==> config.mk <==
export PLATFORM = sky130hd
export DESIGN_NAME = store_buffer
export DESIGN_NICKNAME = d
export VERILOG_FILES = /design/src/rtl/store_buffer.sv
export SDC_FILE = /design/constraint.sdc
export NUM_CORES = 1
export LEC_CHECK = 0
export ABC_AREA = 0
export ABC_CLOCK_PERIOD_IN_PS = 8550
export CAP_MARGIN = 10
export CORE_MARGIN = 4
export CORE_UTILIZATION = 29
export CTS_CLUSTER_DIAMETER = 40
export DETAILED_ROUTE_END_ITERATION = 8
export GPL_TIMING_DRIVEN = 0
export PLACE_DENSITY = 0.46
export SYNTH_ARGS = -nofsm -noshare
export SYNTH_HDL_FRONTEND = slang
export SYNTH_SLANG_ARGS = --single-unit
==> constraint.sdc <==
create_clock -name clk -period 8.55 [get_ports clk]
set_input_delay 0.855 -clock clk [delete_from_list [all_inputs] [get_ports clk]]
set_output_delay 0.855 -clock clk [all_outputs]
set_load 0.01 [all_outputs]
==> src/rtl/store_buffer.sv <==
// store_buffer: posted-store FIFO placed in front of the data memory's only write port.
// Stores are queued in order and drained one per cycle, but only on cycles when no load
// holds the memory's shared address port. Load data is merged per byte with any matching
// buffered store bytes, and the youngest matching store wins each lane.
// Optional feature: define SB_COALESCE_EN so that a store to the same word as the youngest
// entry is merged into that entry instead of taking a new one.
module store_buffer #(
  parameter int DEPTH = 4
) (
  input  logic        clk,
  input  logic        reset,
  input  logic        st_valid,
  input  logic [13:0] st_addr,
  input  logic [31:0] st_data,
  input  logic [3:0]  st_byteen,
  input  logic [31:0] st_pc,
  output logic        st_ready,
  input  logic        ld_valid,
  input  logic [13:0] ld_addr,
  input  logic [31:0] dm_RD,
  output logic [31:0] ld_data,
  output logic        ld_hit,
  output logic [13:0] dm_A,
  output logic [31:0] dm_WD,
  output logic [3:0]  dm_byteen,
  output logic [31:0] dm_PC,
  output logic        sb_empty
);

  localparam int PW = $clog2(DEPTH);
  localparam int CW = PW + 1;

  logic [11:0]   e_word   [DEPTH];
  logic [31:0]   e_data   [DEPTH];
  logic [3:0]    e_byteen [DEPTH];
  logic [31:0]   e_pc     [DEPTH];

  logic [PW-1:0] head;
  logic [PW-1:0] tail;
  logic [PW-1:0] last;
  logic [CW-1:0] count;

  logic          drain;
  logic          push_req;
  logic          do_alloc;
  logic          do_merge;
  logic [3:0]    hit_lanes;

  // The two low address bits only select a byte inside the word, so the buffer never uses them.
  logic          unused_addr_bits;
  assign unused_addr_bits = ^{st_addr[1:0], ld_addr[1:0]};

  assign last     = tail - PW'(1);
  assign drain    = !ld_valid && (count != '0) && reset;
  assign push_req = st_valid && (st_byteen != 4'b0000);
  assign st_ready = (count < CW'(DEPTH));
  assign sb_empty = (count == '0);

  assign dm_A      = ld_valid ? ld_addr : {e_word[head], 2'b00};
  assign dm_WD     = e_data[head];
  assign dm_PC     = e_pc[head];
  assign dm_byteen = drain ? e_byteen[head] : 4'b0000;

`ifdef SB_COALESCE_EN
  logic can_merge;

  // Merge into the youngest entry when it holds the same word, unless that entry is also the head being popped now.
  always_comb begin
    can_merge = (count != '0) && (e_word[last] == st_addr[13:2]) && !(drain && (count == CW'(1)));
    do_merge  = push_req && can_merge;
    do_alloc  = push_req && st_ready && !can_merge;
  end
`else
  // Every accepted store takes its own entry.
  always_comb begin
    do_merge = 1'b0;
    do_alloc = push_req && st_ready;
  end
`endif

  // Per-lane forwarding: walk from oldest to youngest so a younger match overwrites an older one.
  always_comb begin
    logic [PW-1:0] idx;
    ld_data   = dm_RD;
    hit_lanes = 4'b0000;
    idx       = head;
    for (int k = 0; k < DEPTH; k++) begin
      idx = head + PW'(k);
      if ((CW'(k) < count) && (e_word[idx] == ld_addr[13:2])) begin
        for (int b = 0; b < 4; b++) begin
          if (e_byteen[idx][b]) begin
            ld_data[8*b +: 8] = e_data[idx][8*b +: 8];
            hit_lanes[b]      = 1'b1;
          end
        end
      end
    end
    ld_hit = |hit_lanes;
  end

  // FIFO state: reset clears every entry, so the head fields read as zero until the next store.
  always_ff @(posedge clk) begin
    if (!reset) begin
      head  <= '0;
      tail  <= '0;
      count <= '0;
      for (int i = 0; i < DEPTH; i++) begin
        e_word[i]   <= '0;
        e_data[i]   <= '0;
        e_byteen[i] <= '0;
        e_pc[i]     <= '0;
      end
    end else begin
      if (do_alloc) begin
        e_word[tail]   <= st_addr[13:2];
        e_data[tail]   <= st_data;
        e_byteen[tail] <= st_byteen;
        e_pc[tail]     <= st_pc;
        tail           <= tail + PW'(1);
      end
      if (do_merge) begin
        for (int b = 0; b < 4; b++) begin
          if (st_byteen[b]) begin
            e_data[last][8*b +: 8] <= st_data[8*b +: 8];
          end
        end
        e_byteen[last] <= e_byteen[last] | st_byteen;
        e_pc[last]     <= st_pc;
      end
      if (drain) begin
        head <= head + PW'(1);
      end
      case ({do_alloc, drain})
        2'b10:   count <= count + CW'(1);
        2'b01:   count <= count - CW'(1);
        default: count <= count;
      endcase
    end
  end

endmodule

* Word level (Yosys, flattened, before mapping)
Memory sizes are Yosys's and may differ from the RTL's. A register that Yosys moved wholly into a read port is not among the register bits.
Index checks and enable logic that the tools add are counted.
Widths: inputs -> output; s select.
** Cells by class
- $add $sub $neg :: 6
- $lt $le $gt $ge :: 5
- Equal/unequal tests :: 6
- Muxes and demuxes :: 67
- Reductions and logical operators :: 18
** Operators with widths (number)
- $mux 32 :: 6
- $mux 8 :: 16
- $reduce_or 32->1 :: 2
- $eq 12x12->1 :: 4
- $mux 1 :: 24
- $mux 2 :: 12
- $mux 4 :: 6
- $mux 14 :: 1
- $mux 12 :: 1
- $reduce_or 12->1 :: 1
- $logic_and 1x1->1 :: 8
- $reduce_or 4->1 :: 2
- $lt 1x3->1 const A :: 2
- $lt 2x3->1 const A :: 2
- $pmux 3 s2 :: 1
- $add 2x1->2 const B :: 2
- $add 2x2->2 const B :: 2
- $reduce_bool 4->1 :: 1
- $add 3x1->3 const B :: 1
- $logic_not 3->1 :: 1
- $lt 3x3->1 const B :: 1
- $reduce_bool 3->1 :: 1
- $sub 3x1->3 const B :: 1
- $eq 2x1->1 const B :: 1
- other kinds (3) :: 3
** Word-level totals
- Bits in registers :: 7
- Bits in writable memories :: 320
- Bits of input ports :: 132
- Output and inout port bits :: 117
- Word-level logic and storage cells :: 109
- Memories kept :: 4
** Memories
- e_data :: depth 4, bits a word 32, rd ports 4, clocked after Yosys merged registers in 1, wr ports 4, RTL line 34 : logic [31:0] e_data [DEPTH];
- e_pc :: depth 4, bits a word 32, rd ports 1, clocked after Yosys merged registers in 1, wr ports 4, RTL line 36 : logic [31:0] e_pc [DEPTH];
- e_word :: depth 4, bits a word 12, rd ports 4, clocked after Yosys merged registers in 1, wr ports 4, RTL line 33 : logic [11:0] e_word [DEPTH];
- e_byteen :: depth 4, bits a word 4, rd ports 4, clocked after Yosys merged registers in 1, wr ports 4, RTL line 35 : logic [3:0] e_byteen [DEPTH];

* Depth between registers and ports, before layout
- Depth in word-level cells :: 10
- Mapped depth :: 12
- Gate-level depth less buffers :: 10

* Worst setup path after synthesis
OpenSTA, ideal clock, no wires.
- Path type :: input port to flip-flop
- From :: input port st_byteen[0]
- To :: memory e_byteen[1][0], enable pin
- Library setup time :: 0.629 ns
- Arrival time :: 6.856 ns
- Data required time :: 7.921 ns
- Slack :: 1.066 ns
- Stages :: 4
- Buffers on the path :: 0
- Path through :: or4_1 and3_1 nand2_1 o21ai_0
** RTL lines
- start: declaration :: RTL line 15 : input logic [3:0] st_byteen,
- end: declaration :: RTL line 35

==> impl_metrics.ini <==
[synthesis]
synth_cell_type_count = 53
synth_adder_area_share = 0.00320
syn_area_per_cell_sq_um = 13.0
syn_inst = 1507
synth_simple_gate_area_frac = 0.122
number_of_warning_messages_in_the_yosys_log = 0
ys_seq_area_frac = 0.501
postSynthNetCount = 1644
synth.ff_latch_count = 329
synth-compound-area-share = 0.0371
largest_family_of_logic_cells_by_synthesized_area = multiplexers
postSynth.asyncResetShare = 0
number_of_enable_flip_flop_cells_after_synthesis = 320
synth_ff_type = sky130_fd_sc_hd__edfxtp_1
post_synth_xor_area_fraction = 0.0256
mapped_cell_area_sq_um = 19500
synth.mux.area_fraction = 0.267

[die]
number_of_i_o_pins = 249
dieWidth_microns = 268
fp.dieArea_sq_um = 71600
floorplan.core_area_sq_um = 66200
rows = 94
fp.dieH_microns = 268
initial_core_util = 0.295

[timing]
slew_violations = 0
setup_skew_ns = 0.0145
tightest_slew_ns = 1.15
final-setup-viol-count = 0
smallest_setup_slack_after_layout_ns = 2.40
max_freq_mhz = 163
layout_min_cycle_time_ns = 6.15
max-slew-margin-rel = 0.236
grt_setup_unrepaired = false
fin_crit_sh = 0.719
timing.hold.ws_ns = 0.531
hold_violations = 0

[routing]
detail_route_met2_wl_microns = 34100
drt-initial-drc-count = 939
drt_wl_total_microns = 68900
drc = 0
drt_first_pass_iters = 5
met3RoutedLength_microns = 4560
routed-via-count = 14000
post_drt_via_cell_ratio = 5.11
antenna_left = 0
topRoutingLayerUsed = met5
detail_route.wl_per_cell_microns = 25.2
wl_met1_microns = 28100

[cells_and_area]
post_route_cells_drive_above_1_share = 0.209
final_util = 0.386
num-nets-final = 1959
final_common_cell = sky130_fd_sc_hd__edfxtp_1
area_growth_pct = 30.8
layout.cells.most_common_list = 320 x sky130_fd_sc_hd__edfxtp_1, 233 x sky130_fd_sc_hd__clkdlybuf4s50_1, 203 x sky130_fd_sc_hd__nor2_1, 188 x sky130_fd_sc_hd__mux4_2, 157 x sky130_fd_sc_hd__nand2_1

[clock_network]
tritoncts.num_buffers = 61
cts_tree = done
cts_num_sinks = 329
path_clk_slew_ns = 0.06
ctsLongestPathBuffers = 3
clock_latency_ns = 0.61
cts_hold_fix_bufs = 0
post_cts_resized = 0
post-cts-setup-buffer-count = 0
cts-root-buf = sky130_fd_sc_hd__clkbuf_16
cts.htree.levels = 2

[flow_run]
max_cap_viol_count = 0

[power_and_ir_drop]
powerDensity_nw_per_um2 = 232
seqPwrFrac = 0.335
power.switching_w = 0.00172
clkPwrFrac = 0.416
power_report.internal_total_w = 0.00422
p_comb_frac = 0.249
leakagePower_nw = 9.50
peakVddDrop_uv = 146
sw_frac_of_total = 0.289

[place]
buffer_ports.inserted = 233
worst_slack_placed_ns = 2.87
hpwl_microns = 49900
routability_congestion_estimate = 0.858

[setup_path]
highest_net_fanout_along_the_worst_path = 10
critPathArrivalTime_ns = 5.29
critPathMaxStageDelay_ns = 0.86
reg2reg_slack_ns = 5.05
cp-end-kind = output pin
path_cells = clkbuf_1 -> buf_1 -> clkbuf_1 -> buf_1 -> mux4_2 -> mux2i_1 -> a2bb2oi_1 -> nand3_1 -> clkdlybuf4s50_1
crit_path_top_delay_cell = sky130_fd_sc_hd__buf_1
worstPathRequired_ns = 7.70
worst-setup-path-type = flip-flop to output pin
worstSetupStartpointType = flip-flop

[global_routing]
first_global_vias = 14735
global_route_wire_length_before_repair_microns = 99200
global_route.overflow_total = 0
initial_antenna_violation_count = 10
grtUsageTotal = 0.190
pin_count_of_the_biggest_net_entering_global_routing = 33

[status]
status = finished clean

[min_path]
worst_hold_path_type = flip-flop to flip-flop
==> cell type report <==
cell class	count	area (sq um)
Fill cell	6337	40700
Sequential cell	329	9790
Multi-Input combinational cell	973	8930
Timing Repair Buffer	252	2790
Clock buffer	67	1570
Tap cell	864	1080
Clock inverter	46	526
Buffer	114	520
Inverter	91	342
Antenna cell	3	7.51
==> logic make-up (layout without fill, tap and decap cells) <==
family | count (synthesis) | after routing
XOR/XNOR | 57 | 57
buffers and inverters | 205 | 570
flip-flops | 329 | 329
multiplexers | 283 | 283
AO/OA/AOI/OAI | 105 | 105
AND/OR/NAND/NOR | 523 | 523
other | 0 | 3
adder cells (fa/ha/maj) | 5 | 5
==> cell usage after synthesis (2+ instances only) <==
cell / number / area share
sky130_fd_sc_hd__a211o_1: 21 / 0.0094
sky130_fd_sc_hd__a21o_1: 4 / 0.0015
sky130_fd_sc_hd__a21oi_1: 10 / 0.0026
sky130_fd_sc_hd__a2bb2oi_1: 7 / 0.0031
sky130_fd_sc_hd__a311o_1: 4 / 0.0020
sky130_fd_sc_hd__a41oi_1: 3 / 0.0013
sky130_fd_sc_hd__and2_1: 90 / 0.029
sky130_fd_sc_hd__and4_1: 4 / 0.0018
sky130_fd_sc_hd__buf_1: 9 / 0.0017
sky130_fd_sc_hd__buf_2: 31 / 0.0079
sky130_fd_sc_hd__buf_4: 8 / 0.0031
sky130_fd_sc_hd__buf_6: 3 / 0.0017
sky130_fd_sc_hd__clkbuf_1: 62 / 0.012
sky130_fd_sc_hd__dfxtp_1: 9 / 0.0092
sky130_fd_sc_hd__edfxtp_1: 320 / 0.49
sky130_fd_sc_hd__ha_1: 5 / 0.0032
sky130_fd_sc_hd__inv_1: 90 / 0.017
sky130_fd_sc_hd__mux2_2: 22 / 0.013
sky130_fd_sc_hd__mux2i_1: 73 / 0.037
sky130_fd_sc_hd__mux4_2: 188 / 0.22
sky130_fd_sc_hd__nand2_1: 157 / 0.030
sky130_fd_sc_hd__nand2b_1: 4 / 0.0013
sky130_fd_sc_hd__nand3_1: 30 / 0.0077
sky130_fd_sc_hd__nand3_2: 4 / 0.0020
sky130_fd_sc_hd__nand4_1: 6 / 0.0019
sky130_fd_sc_hd__nor2_1: 203 / 0.039
sky130_fd_sc_hd__nor3_1: 10 / 0.0026
sky130_fd_sc_hd__nor3_2: 3 / 0.0015
sky130_fd_sc_hd__nor3b_1: 2 / 0.00077
sky130_fd_sc_hd__o2111a_1: 2 / 0.0012
sky130_fd_sc_hd__o21a_1: 4 / 0.0015
sky130_fd_sc_hd__o21ai_0: 42 / 0.011
sky130_fd_sc_hd__or4_1: 2 / 0.00077
sky130_fd_sc_hd__xnor2_1: 29 / 0.013
sky130_fd_sc_hd__xor2_1: 28 / 0.013
==> worst max-delay path: cells and delay by family (launching register included) <==
kind	cells	cell delay, ns
buf+inv	5	3.27
mux	2	0.71
flops	1	0.30
compound gates	1	0.20
simple gates	1	0.15
==> final timing paths <==
| kind | to | startpoint | cells after the start |
|---|---|---|---|
| setup / recovery | ld_data[13] | flip-flop | 9 |
| hold / removal | count[2] | count[2] | 2 |
| setup reg to reg | e_data[0][3] | count[2] | 9 |
| hold reg to reg | count[2] | count[2] | 2 |
==> stage by stage <==
step                cells  instance area [sq um]  total power [W]  setup TNS (ns)
detailed placement   2622                  23400          0.00352               0
floorplan            1507                  19500          0.00291               0
CTS                  2735                  25500          0.00601               0
global placement     2604                  23000          0.00352        -1526.91
finish               2739                  25600          0.00593               0
global route         2737                  25600          0.00617               0
==> power by group through the flow <==
stage	sequential [W]	combinational [W]	clock (W)
finish	0.00199	0.00148	0.00247
global route	0.00200	0.00158	0.00259
CTS	0.00199	0.00151	0.00251
detailed placement	0.00202	0.00150	0
global placement	0.00205	0.00147	0
floorplan	0.00201	0.000898	0
==> state kept, by name, summed over array words and instances (netlist names), named ones only <==
register	count
e_byteen	16
tail	2
e_word	48
head	2
count	3
e_data	128
e_pc	128
==> routing by layer <==
layer / global-route usage / up-vias
met5: 0 / -
met1: 0.237 / 7150
li1: - / 6285
met2: 0.323 / 426
met3: 0.0502 / 127
met4: 0.0609 / 12
Power figures use the tool's default switching activity.
